$ cat src/rtl/d_branch_unit.sv
// Decode-stage branch resolution with a 2-bit-counter BHT predictor,
// registered link bookkeeping for the E stage and branch statistics.
module d_branch_unit #(
  parameter int WIDTH     = 32,
  parameter int BHT_DEPTH = 16
) (
  input  logic             clk,
  input  logic             reset,
  input  logic [WIDTH-1:0] D_CMP_A,
  input  logic [WIDTH-1:0] D_CMP_B,
  input  logic [3:0]       D_CMPop,
  input  logic             D_valid,
  input  logic             D_stall,
  input  logic [WIDTH-1:0] D_pc,
  input  logic [15:0]      D_imm16,
  input  logic             D_pred_taken,
  input  logic [WIDTH-1:0] F_pc,
  output logic             F_pred_taken,
  output logic             D_cmp_sig,
  output logic [WIDTH-1:0] D_target,
  output logic             D_mispredict,
  output logic             E_valid,
  output logic             E_link,
  output logic [WIDTH-1:0] E_link_addr,
  output logic [31:0]      br_count,
  output logic [31:0]      mp_count
);

  localparam int IW = $clog2(BHT_DEPTH);

  logic [1:0]       bht [BHT_DEPTH];
  logic             is_br;
  logic             sign_a;
  logic             zero_a;
  logic             eq_ab;
  logic             cond;
  logic             upd;
  logic             link_op;
  logic [IW-1:0]    d_idx;
  logic [IW-1:0]    f_idx;
  logic [1:0]       cur;
  logic [1:0]       nxt;
  logic signed [17:0] off18;
  logic [WIDTH-1:0] off;

  assign is_br  = ~D_CMPop[3];
  assign sign_a = D_CMP_A[WIDTH-1];
  assign zero_a = (D_CMP_A == '0);
  assign eq_ab  = (D_CMP_A == D_CMP_B);

  always_comb begin
    cond = 1'b0;
    case (D_CMPop)
      4'd0:    cond = eq_ab;
      4'd1:    cond = sign_a;
      4'd2:    cond = ~eq_ab;
      4'd3:    cond = sign_a | zero_a;
      4'd4:    cond = ~sign_a & ~zero_a;
      4'd5:    cond = sign_a;
      4'd6:    cond = ~sign_a;
      4'd7:    cond = ~sign_a;
      default: cond = 1'b0;
    endcase
  end

  assign D_cmp_sig    = cond & D_valid;
  assign D_mispredict = D_valid & is_br & (cond != D_pred_taken);

  // Offset is sign-extended (or truncated for narrow datapaths) to WIDTH.
  assign off18    = {D_imm16, 2'b00};
  assign off      = WIDTH'(off18);
  assign D_target = D_pc + WIDTH'(4) + off;

  assign d_idx = D_pc[IW+1:2];
  assign f_idx = F_pc[IW+1:2];

  // No bypass: the fetch side sees the entry before this edge's update.
  assign F_pred_taken = ~reset & bht[f_idx][1];

  assign upd     = D_valid & ~D_stall & is_br;
  assign link_op = (D_CMPop == 4'd1) | (D_CMPop == 4'd7);
  assign cur     = bht[d_idx];

  always_comb begin
    nxt = cur;
    if (cond) begin
      if (cur != 2'b11) nxt = cur + 2'b01;
    end else begin
      if (cur != 2'b00) nxt = cur - 2'b01;
    end
  end

  always_ff @(posedge clk or posedge reset) begin
    if (reset) begin
      for (int i = 0; i < BHT_DEPTH; i++) bht[i] <= 2'b01;
    end else if (upd) begin
      bht[d_idx] <= nxt;
    end
  end

  always_ff @(posedge clk or posedge reset) begin
    if (reset) begin
      br_count <= '0;
      mp_count <= '0;
    end else if (upd) begin
      br_count <= br_count + 32'd1;
      if (D_mispredict) mp_count <= mp_count + 32'd1;
    end
  end

  always_ff @(posedge clk or posedge reset) begin
    if (reset) begin
      E_valid     <= 1'b0;
      E_link      <= 1'b0;
      E_link_addr <= '0;
    end else if (D_stall || !D_valid) begin
      E_valid     <= 1'b0;
      E_link      <= 1'b0;
      E_link_addr <= '0;
    end else begin
      E_valid     <= 1'b1;
      E_link      <= link_op;
      E_link_addr <= D_pc + WIDTH'(8);
    end
  end

endmodule

$ cat config.mk
export PLATFORM = sky130hd
export DESIGN_NAME = d_branch_unit
export DESIGN_NICKNAME = d
export VERILOG_FILES = /design/src/rtl/d_branch_unit.sv
export SDC_FILE = /design/constraint.sdc
export NUM_CORES = 1
export LEC_CHECK = 0
export BUFFER_PORTS_ARGS = -buffer_cell sky130_fd_sc_hd__buf_2
export CORE_MARGIN = 3
export CORE_UTILIZATION = 40
export CTS_CLUSTER_SIZE = 14
export DETAILED_ROUTE_END_ITERATION = 10
export PLACE_DENSITY = 0.69
export REMOVE_ABC_BUFFERS = 1
export SLEW_MARGIN = 5
export SYNTH_ARGS = -nofsm -noshare
export SYNTH_HDL_FRONTEND = slang
export SYNTH_SLANG_ARGS = --single-unit
$ cat constraint.sdc
create_clock -name clk -period 3.5 [get_ports clk]
set_input_delay 0 -clock clk [delete_from_list [all_inputs] [get_ports clk]]
set_output_delay 0 -clock clk [all_outputs]
set_load 0.1 [all_outputs]
* After elaboration in Yosys (flattened, before gate mapping) *
Cells that the tools add are included.

storage, ports and cells
  output and inout port bits = 133
  word-level logic and storage cells = 83
  input port bits = 153
  bits in registers = 130

operators by class
  add/sub/neg operators = 7
  bitwise gates (word level) = 17
  equality and inequality tests = 10
  multiplexer cells = 16
  $lt $le $gt $ge = 3
  reductions and logical operators = 9

operator list
  kind                                                                           count
  32-bit by 1-bit adder with 32-bit output (second input constant)               2
  32-bit by 3-bit adder with 32-bit output (second input constant)               1
  32-bit adder                                                                   1
  32-bit by 4-bit adder with 32-bit output (second input constant)               1
  32-bit bitwise mux                                                             1
  32-bit equality test                                                           1
  32-bit zero test                                                               1
  32-bit 2-to-1 mux                                                              1
  2-bit binary-select mux with 4-bit select                                      2
  4-bit by 3-bit equality test with 1-bit output (second input constant)         4
  2-bit 2-to-1 mux                                                               8
  5-bit >= comparator (second input constant)                                    2
  4-bit NOT with 5-bit output                                                    2
  2-bit demux with 4-bit select                                                  1
  4-bit by 2-bit equality test with 1-bit output (second input constant)         2
  1-bit bitwise AND                                                              7
  1-bit NOT                                                                      6
  1-bit case mux with 6 select lines                                             1
  5-bit by 1-bit less-than comparator with 1-bit output (second input constant)  1
  4-bit by 1-bit equality test with 1-bit output (second input constant)         1
  4-bit zero test                                                                1
  2-bit OR reduction                                                             2
  2-bit by 1-bit adder with 2-bit output (second input constant)                 1
  1-bit 2-to-1 mux                                                               2
  9 further kinds                                                                10

* Longest topological paths before layout *
Gate-level depths: netlist of run 1.

  word-level depth = 8
  gate-level depth with buffers = 14
  mapped depth without buffers = 12

* Least setup slack after synthesis of run 1 *
OpenSTA, ideal clock, no wires.

  kind = input -> output
  start point = in reset
  end point = out F_pred_taken
  path buffers = 0
  stages = 2
  required time = 3.500 ns
  setup slack = -0.192 ns
  arrival = 3.692 ns
  cell sequence = inv_1 > and2_1

on the way
  cells in the longest elaborated chain, start to end = 2

ends and longest elaborated chain
  element            line  source
  from (decl)        8     input logic reset,
  1-bit NOT          78    assign F_pred_taken = ~reset & bht[f_idx][1];
  1-bit bitwise AND  78
  to (decl)          18    output logic F_pred_taken,

No other way between the ends.

* Final worst setup path of run 1 *
  start point = in D_pc[19]
  end point = out D_target[24]

on the way
  cells in the longest elaborated chain, start to end = 2

ends and longest elaborated chain
  element                                   line  source
  from (decl)                               14    input logic [WIDTH-1:0] D_pc,
  32-bit by 3-bit adder with 32-bit output  72    assign D_target = D_pc + WIDTH'(4) + off;
  32-bit adder                              72
  to (decl)                                 20    output logic [WIDTH-1:0] D_target,

No other way between the ends.

==> flow_metrics.env, run 1 <==
export IMPL_numPortBuffers=257
export IMPL_cp_num_buf_inv=3
export IMPL_path_max_fanout=5
export IMPL_post_route_min_period_ps=3390
export IMPL_start_util_pct=40.9
export IMPL_cts_tree="built"
export IMPL_rows=54
export IMPL_start_kind="input port"
export IMPL_utilization_pct=53.2
export IMPL_cp_top_family="buffers and inverters"
export IMPL_grt_use_total_pct=20.6
export IMPL_cts_buffers=17
export IMPL_h_tree_depth=4
export IMPL_period_share_pct=96.7
export IMPL_wl_met1_um=11300
export IMPL_antenna_found_initial=0
export IMPL_timing_fmax_ghz=0.295
export IMPL_syn_to_final_growth_pct=30.1
export IMPL_endpoint_kind="output pin"
export IMPL_synth_area_per_cell_um2=10.1
export IMPL_dpl_hpwl_um=19300
export IMPL_final_setup_skew_ps=9.28
export IMPL_path_cells="dlygate4sd3_1 > buf_2 > ha_1 > ha_1 > nand4_1 > nor3_1 > a2111oi_2 > a311oi_2 > o21a_1 > nor2_1 > xnor2_1 > buf_2"
export IMPL_wl_met3_um=1650
export IMPL_drc=0
export IMPL_final_cell_mix="buf_2, dfrtp_1, xnor2_1"
export IMPL_core_area_um2=21900
export IMPL_netlist_instances=888
export IMPL_max_cap_viol_count=0
export IMPL_antenna_cells=0
export IMPL_wl_met2_um=12100
export IMPL_layout_drive_gt1_share_pct=31.4
export IMPL_status="finished, final reports clean"
export IMPL_grt_pass1_wl_um=40400
export IMPL_die_w_um=156
export IMPL_drtIter0Drc=404
export IMPL_clock_sinks=130
export IMPL_topRoutingLayerUsed="met4"
export IMPL_leakagePower_nw=5.64
export IMPL_slew_violations=0
export IMPL_io_pins=286
export IMPL_ys_seq_area_share_pct=36.5
export IMPL_yosys_warnings=0
export IMPL_critPathArrivalTime_ps=3390
export IMPL_vdd_drop_max_mv=0.493
export IMPL_required_ps=3500
export IMPL_yosysUniqueCellTypes=69
export IMPL_gp_congestion=0.922
export IMPL_cts_clk_slew_worst_paths_ps=50
export IMPL_totalWireLength_um=25400
export IMPL_grt_pass1_vias=7997
export IMPL_worstReg2RegEnd="mp_count[28]"
export IMPL_gr_total_overflow=0
export IMPL_async_reset_ff_share_pct=100
export IMPL_grt_max_degree=85
export IMPL_route_vias_total=7943
export IMPL_setup_worst_path_end="D_target[24]"
export IMPL_worst_pin_slew_ps=959
export IMPL_dieArea_um2=24200
export IMPL_setup_violations_final=0
export IMPL_clockBufferDepth=2
export IMPL_reg2reg_from="mp_count[4]"
export IMPL_clockRootBuffer="clkbuf_16"
export IMPL_min_path_type="input port to flop"
export IMPL_cp_slowest_cell="dlygate4sd3_1"
export IMPL_rsz0062_at_grt="true"
export IMPL_hold_viol=0
export IMPL_syn_cell_area_um2=8960
export IMPL_fp_dieH_um=156
export IMPL_cp_startpoint="D_pc[19]"
export IMPL_synth_top_flop_cell="dfrtp_1"
export IMPL_reg2reg_depth=7
export IMPL_max_slew_margin_pct=35.6
export IMPL_synth_seq_cells=130
export IMPL_wl_per_cell_um=17.1
export IMPL_reg2reg_slack_ps=940
export IMPL_drtAntennaViolNets=0
export IMPL_layout_nets=1405
export IMPL_cp_depth=12
export IMPL_firstDrtPassIters=5
export IMPL_critPathMaxStageDelay_ps=540
export IMPL_synth_edf_count=0
export IMPL_mostFrequentLayoutCell="buf_2"
export IMPL_insertion_delay_ps=420
export IMPL_total_power_w=0.00585
export IMPL_via_per_inst=5.36
export IMPL_power_density_nw_per_um2=502
export IMPL_worstSetupPathType="input port to output pin"
[sequential cells by signal (all words and copies together), names as in the netlist]
name,cells
E_valid,1
bht,32
E_link,1
mp_count,32
br_count,32
E_link_addr,32
[per-stage QoR]
step           TNS, ps  worst slack [ps]  cell area [um2]  cells  hold WS (ps)
3_3_place_gp         0               434            10500   1405           207
5_1_grt          -8.47             -8.47            11600   1483          83.2
2_1_floorplan     -192              -192             8770    856             0
6_report             0               114            11600   1483          77.1
3_5_place_dp         0               422            10500   1405           210
4_1_cts              0              34.3            11600   1481          59.8
[worst reg2reg max path, stage by stage (launching register included)]
cell and delay [ps]:
dfrtp_1 430, and4_1 240, nand4_1 150, nor4_1 480
nand2_1 450, nor4_1 410, mux2i_1 140, xnor2_1 140
[synthesized netlist by cell type (3+ instances only)]
library cell / count / share of area [%]
nor4b_1: 3 / 0.29
nand2b_1: 5 / 0.35
xor2_1: 67 / 6.6
o21a_1: 5 / 0.42
nand2_1: 63 / 2.6
a21o_1: 7 / 0.59
o211ai_1: 13 / 1.1
dfstp_2: 16 / 4.7
nor2_1: 69 / 2.9
nand4_1: 24 / 1.7
and2_1: 10 / 0.70
nand3_1: 46 / 2.6
or2_2: 3 / 0.21
and3_1: 17 / 1.2
mux4_2: 8 / 2.0
clkbuf_1: 18 / 0.75
ha_1: 60 / 8.4
mux2i_1: 13 / 1.5
and4_1: 8 / 0.78
inv_1: 26 / 1.1
mux2_4: 6 / 1.0
nor4_1: 26 / 1.8
o2111ai_1: 8 / 0.78
o21ai_0: 17 / 0.95
nor3_1: 28 / 1.6
or3_1: 5 / 0.35
mux4_1: 7 / 2.1
dfrtp_1: 114 / 32
a31oi_1: 4 / 0.28
a211oi_1: 5 / 0.42
nand3b_1: 3 / 0.25
xnor2_1: 78 / 7.6
buf_4: 4 / 0.34
o211a_1: 3 / 0.34
a21oi_1: 27 / 1.5
mux2_2: 27 / 3.4
buf_6: 5 / 0.63
nor3b_1: 3 / 0.25
[final cells by class]
cell class / instances / area (um2)
clock buffers: 17 / 425
clock inverters: 14 / 179
multi-input cells: 700 / 5420
well taps: 280 / 350
inverters: 26 / 103
fillers: 1997 / 10200
flip-flops and latches: 130 / 3270
repair buffers: 316 / 1890
[report_power, final]
group	internal (W)	switching, W
combinational	0.000552	0.00178
sequential	0.00160	0.0000816
clock	0.00113	0.000707
[what timing repair did]
| item | 4_1_cts | 5_1_grt |
|---|---|---|
| setup endpoints to repair | 0 | 7 |
| hold endpoints to repair | 107 | 0 |
| hold buffers | 45 | 0 |
| resized for setup | 0 | 11 |
| buffers inserted | 0 | 2 |
[cell families after synthesis]
family	share of synthesized area, %
XOR/XNOR	14.2
buffers and inverters	3.17
multiplexers	9.92
AND/OR/NAND/NOR	18.7
flip-flops	36.5
adder cells (fa/ha/maj)	8.61
AO/OA/AOI/OAI	8.90
[worst min path at each step]
stage,end,slack [ps],startpoint,depth (start not counted)
after global placement,E_link_addr[30],210,reset,2
after detailed placement,E_link_addr[31],210,reset,2
after floorplan,D_target[0],0,D_pc[0],0
after CTS,E_link_addr[5],60,D_pc[5],4
final,E_link_addr[5],80,D_pc[5],4
after global routing,E_link_addr[5],80,D_pc[5],4
[metal layers]
metal	up-vias	track usage (%)
li1	3831	-
met1	3832	27.1
met2	251	34.7
met3	29	4.83
met4	0	4.84
met5	-	0
No activity file was read; power rests on OpenSTA's default activity.
==> inputs of run 2 (changes only) <==
--- a/config.mk
+++ b/config.mk
@@ -10,7 +10,7 @@
 export CORE_UTILIZATION = 40
 export CTS_CLUSTER_SIZE = 14
 export DETAILED_ROUTE_END_ITERATION = 10
-export PLACE_DENSITY = 0.69
+export PLACE_DENSITY = 0.65
 export REMOVE_ABC_BUFFERS = 1
 export SLEW_MARGIN = 5
 export SYNTH_ARGS = -nofsm -noshare
==> constraint.sdc (replaced) <==
create_clock -name clk -period 2.85 [get_ports clk]
set_input_delay 0 -clock clk [delete_from_list [all_inputs] [get_ports clk]]
set_output_delay 0 -clock clk [all_outputs]
set_load 0.1 [all_outputs]
==> run 2 against run 1 <==
Against the previous run:
- final cell count grew 1.9%
- largest power group unchanged
- combinational power grew 35%
- critical path type unchanged
- critical endpoint is now D_target[17]
- final area grew 3.8%
- die area is the same
- utilization grew 2.0 points
- total power grew 25%
==> flow_metrics.env, run 2 (synthesis results as in run 1) <==
export IMPL_critPathArrivalTime_ps=2760
export IMPL_die_w_um=156
export IMPL_cp_depth=11
export IMPL_hold_depth=4
export IMPL_post_route_cell_area_um2=12100
export IMPL_final_setup_skew_ps=8.21
export IMPL_critPathMaxStageDelay_ps=650
export IMPL_worst_pin_slew_ps=615
export IMPL_drtIter0Drc=485
export IMPL_endpoint_kind="output pin"
export IMPL_dp_cells=1433
export IMPL_vdd_drop_max_mv=0.619
export IMPL_grt_pass1_wl_um=41300
export IMPL_status="finished, final reports clean"
export IMPL_max_cap_viol_count=0
export IMPL_io_pins=286
export IMPL_grt_use_total_pct=21.1
export IMPL_h_tree_depth=4
export IMPL_drtAntennaViolNets=0
export IMPL_numPortBuffers=257
export IMPL_power_density_nw_per_um2=606
export IMPL_path_max_fanout=6
export IMPL_reg2reg_depth=7
export IMPL_utilization_pct=55.3
export IMPL_power_switching_w=0.00325
export IMPL_layout_drive_gt1_share_pct=33.9
export IMPL_gr_total_overflow=0
export IMPL_post_cts_setup_buffers=0
export IMPL_fin_hold_ws_ps=15.4
export IMPL_cts_clk_slew_worst_paths_ps=60
export IMPL_worstSetupPathType="input port to output pin"
export IMPL_gp_congestion=0.909
export IMPL_slew_violations=0
export IMPL_path_cells="buf_2 > ha_1 > ha_1 > nand3_1 > o211ai_1 > a21oi_1 > o21ai_0 > a21oi_1 > or4b_2 > o2111ai_1 > buf_12"
export IMPL_clockBufferDepth=2
export IMPL_rows=54
export IMPL_clkPwrFrac_pct=29.1
export IMPL_cp_top_family="compound AO/OA/AOI/OAI gates"
export IMPL_place_area_um2=11000
export IMPL_cp_slowest_cell="or4b_2"
export IMPL_via_per_inst=5.34
export IMPL_post_route_min_period_ps=2760
export IMPL_final_cell_mix="buf_2, dfrtp_1, xnor2_1"
export IMPL_core_area_um2=21900
export IMPL_power_frac_comb_pct=42.8
export IMPL_grt_max_degree=50
export IMPL_layout_nets=1430
export IMPL_antenna_found_initial=4
export IMPL_grt_pass1_vias=7979
export IMPL_internal_power_w=0.00409
export IMPL_min_path_type="input port to flop"
export IMPL_clockRootBuffer="clkbuf_16"
export IMPL_clock_sinks=130
export IMPL_cts_tree="built"
export IMPL_wl_per_cell_um=17.0
export IMPL_leakagePower_nw=5.84
export IMPL_start_kind="input port"
export IMPL_route_vias_total=8070
export IMPL_fp_dieH_um=156
export IMPL_cts_buffers=17
export IMPL_switching_share_pct=44.3
export IMPL_totalWireLength_um=25600
export IMPL_drc=0
export IMPL_syn_to_final_growth_pct=35.1
export IMPL_max_slew_margin_pct=59.0
export IMPL_required_ps=2850
export IMPL_cp_num_buf_inv=2
export IMPL_firstDrtPassIters=5
export IMPL_fin_cells=1511
export IMPL_setup_violations_final=0
export IMPL_hold_viol=0
export IMPL_total_power_w=0.00734
export IMPL_timing_fmax_ghz=0.362
export IMPL_p_seq_share_pct=28.1
export IMPL_dpl_hpwl_um=19600
export IMPL_start_util_pct=40.9
export IMPL_insertion_delay_ps=420
export IMPL_period_share_pct=96.9
export IMPL_dieArea_um2=24200
export IMPL_mostFrequentLayoutCell="buf_2"
-- run 2: path summary, 6_finish.rpt --
| check | startpoint | endpoint | slack (ps) |
|---|---|---|---|
| max | D_pc[8] | D_target[17] | 90 |
| min | D_pc[8] | E_link_addr[11] | 20 |
| max reg2reg | mp_count[4] | mp_count[29] | 440 |
| min reg2reg | br_count[31] | br_count[31] | 480 |
| max in group asynchronous | reset | mp_count[5] | 1790 |
| min in group asynchronous | reset | E_link_addr[30] | 130 |
-- run 2: worst reg2reg max path, delay by kind of cell, from the launching register on --
family / cells / cell delay, ps
flip-flops: 1 / 430
XOR/XNOR: 1 / 140
multiplexers: 1 / 130
AND/OR/NAND/NOR: 5 / 1600
-- run 2: power groups by stage --
stage | clock network (W) | logic (W) | registers, W
global placement | 0 | 0.00303 | 0.00209
finish | 0.00214 | 0.00314 | 0.00206
CTS | 0.00219 | 0.00310 | 0.00206
floorplan | 0 | 0.00161 | 0.00264
global route | 0.00228 | 0.00330 | 0.00208
detailed placement | 0 | 0.00304 | 0.00209
-- run 2: per-layer routing --
metal	wire [um]	global-route usage (%)	vias up
met1	11400	28.7	3882
met5	29	0	-
met3	2030	6.02	33
li1	-	-	3890
met4	323	5.59	6
met2	11800	33.3	259
-- run 2: final cells by class --
type	count	area (um2)
Fill cell	1970	9800
Clock inverter	14	146
Timing Repair Buffer	341	2320
Inverter	26	103
Antenna cell	2	5.00
Clock buffer	18	429
Sequential cell	130	3270
Multi-Input combinational cell	700	5470
Tap cell	280	350
-- run 2: repair_timing --
action | in CTS | in global routing
hold buffers | 44 | 0
pin swaps | 0 | 4
resized for setup | 1 | 24
endpoints found under the hold margin | 65 | 0
setup endpoints to repair | 1 | 10
-- run 2: metrics by stage --
step | setup TNS [ps] | worst slack (ps)
after floorplan | -73810 | -842
after CTS | 0 | 14.3
after global routing | -53.7 | -45.3
after global placement | 0 | 6.03
after detailed placement | -9.14 | -9.14
final | 0 | 89.7
==> inputs of run 3 (changes only) <==
--- a/config.mk
+++ b/config.mk
@@ -12,6 +12,7 @@
 export DETAILED_ROUTE_END_ITERATION = 10
 export PLACE_DENSITY = 0.65
 export REMOVE_ABC_BUFFERS = 1
+export SETUP_SLACK_MARGIN = 0.5
 export SLEW_MARGIN = 5
 export SYNTH_ARGS = -nofsm -noshare
 export SYNTH_HDL_FRONTEND = slang
==> constraint.sdc (replaced) <==
create_clock -name clk -period 2.85 [get_ports clk]
set_input_delay 0.1425 -clock clk [delete_from_list [all_inputs] [get_ports clk]]
set_output_delay 0.1425 -clock clk [all_outputs]
set_load 0.1 [all_outputs]
==> run 3 against run 2 <==
Against the previous run:
- first-iteration DRC count is 7.2% higher
- worst setup slack worse by 45 ps
- final cell count is 2.3% higher
- via count is 2.5% higher
==> flow_metrics.env, run 3 (synthesis results as in run 1) <==
export IMPL_status="finished, final reports clean"
export IMPL_drc=0
export IMPL_vdd_drop_max_mv=0.565
export IMPL_totalWireLength_um=28000
export IMPL_worstSetupPathType="input port to output pin"
export IMPL_min_path_type="input port to flop"
export IMPL_reg2reg_slack_ps=570
export IMPL_period_share_pct=98.4
export IMPL_holdCritStartpoint="D_pc[29]"
export IMPL_required_ps=2710
export IMPL_route_vias_total=8275
export IMPL_gr_total_overflow=0
export IMPL_drtIter0Drc=520
export IMPL_switching_share_pct=41.3
export IMPL_start_kind="input port"
export IMPL_syn_to_final_growth_pct=52.1
export IMPL_rsz0062_at_grt="true"
export IMPL_worst_pin_slew_ps=707
export IMPL_dp_cells=1488
export IMPL_reg2reg_depth=6
export IMPL_post_route_min_period_ps=2810
export IMPL_critPathArrivalTime_ps=2660
export IMPL_reg2reg_from="bht[12]"
export IMPL_layout_drive_gt1_share_pct=47.6
export IMPL_leakagePower_nw=6.35
export IMPL_max_slew_margin_pct=52.9
export IMPL_grt_max_degree=131
export IMPL_dpl_hpwl_um=20100
export IMPL_hold_viol=0
export IMPL_h_tree_depth=4
export IMPL_grt_pass1_wl_um=43100
export IMPL_antenna_found_initial=2
export IMPL_clockRootBuffer="clkbuf_16"
export IMPL_cts_clk_slew_worst_paths_ps=60
export IMPL_hold_depth=3
export IMPL_fin_cells=1546
export IMPL_final_setup_skew_ps=9.58
export IMPL_p_seq_share_pct=25.5
export IMPL_setup_violations_final=0
export IMPL_clockBufferDepth=2
export IMPL_rows=54
export IMPL_fp_dieH_um=156
export IMPL_grt_use_total_pct=22.0
export IMPL_power_switching_w=0.00334
export IMPL_antenna_cells=0
export IMPL_timing_fmax_ghz=0.356
export IMPL_die_w_um=156
export IMPL_final_cell_mix="buf_2, dfrtp_1, buf_4"
export IMPL_internal_power_w=0.00474
export IMPL_slew_violations=0
export IMPL_clock_sinks=130
export IMPL_io_pins=286
export IMPL_layout_nets=1469
export IMPL_core_area_um2=21900
export IMPL_cts_tree="built"
export IMPL_cp_startpoint="D_imm16[15]"
export IMPL_dieArea_um2=24200
export IMPL_mostFrequentLayoutCell="buf_2"
export IMPL_numPortBuffers=257
export IMPL_drtAntennaViolNets=0
export IMPL_max_cap_viol_count=0
export IMPL_endpoint_kind="output pin"
export IMPL_start_util_pct=40.9
export IMPL_firstDrtPassIters=5
export IMPL_utilization_pct=62.2
export IMPL_path_max_fanout=4
export IMPL_power_frac_comb_pct=46.7
export IMPL_grt_pass1_vias=8278
export IMPL_clkPwrFrac_pct=27.8
export IMPL_via_per_inst=5.35
export IMPL_cts_buffers=17
export IMPL_gp_congestion=0.949
export IMPL_wl_per_cell_um=18.1
export IMPL_power_density_nw_per_um2=593
export IMPL_insertion_delay_ps=410
==> run 3: layout make-up <==
type | instances | area (um2)
Inverter | 26 | 105
Clock buffer | 17 | 425
Tap cell | 280 | 350
Fill cell | 1747 | 8270
Sequential cell | 130 | 3270
Timing Repair Buffer | 380 | 2820
Clock inverter | 13 | 186
Multi-Input combinational cell | 700 | 6460
==> run 3: critical path, cell delays in order <==
cell and delay, ps:
buf_12 120, ha_4 240, ha_4 280, nand4_1 110
buf_6 150, nor3_4 190, o2111ai_4 200, a311oi_2 400
a21boi_2 120, buf_4 150, a311o_1 380, buf_12 180
==> run 3: stage by stage <==
| step | TNS, ps | power (W) | instance area (um2) | setup slack [ps] | hold WS (ps) |
|---|---|---|---|---|---|
| 2_1_floorplan | -96280 | 0.00425 | 8770 | -1130 | 209 |
| 3_3_place_gp | -1720 | 0.00531 | 11500 | -314 | 372 |
| 3_5_place_dp | -2220 | 0.00531 | 11500 | -362 | 374 |
| 4_1_cts | 0 | 0.00795 | 13200 | 119 | 8.08 |
| 5_1_grt | -54.7 | 0.00841 | 13600 | -31.7 | 20.6 |
| 6_report | 0 | 0.00808 | 13600 | 44.5 | 21.0 |
==> run 3: final timing paths <==
kind / to
worst min-delay path: E_link_addr[29]
worst min register to register: br_count[31]
worst max register to register: bht[0]
min in group asynchronous: bht[25]
max in group asynchronous: br_count[9]
worst max-delay path: D_target[28]
==> run 3: metal layers <==
layer	routed length, um	GRT usage [%]
met2	13200	35.5
met3	2300	7.32
met5	23	0
met4	634	5.46
met1	11900	28.6
==> run 3: power groups by stage <==
| stage | sequential, W | combinational (W) | clock, W |
|---|---|---|---|
| after floorplan | 0.00264 | 0.00161 | 0 |
| after global placement | 0.00209 | 0.00322 | 0 |
| after detailed placement | 0.00209 | 0.00323 | 0 |
| after CTS | 0.00206 | 0.00359 | 0.00230 |
| after global routing | 0.00208 | 0.00393 | 0.00240 |
| final | 0.00206 | 0.00377 | 0.00224 |
==> run 3: repair_timing <==
action,in CTS,in global routing
endpoints found under the hold margin,116,0
pin swaps,69,24
hold buffers,3,0
endpoints found under the setup margin,26,47
gates resized for setup,155,58
buffers inserted,11,14
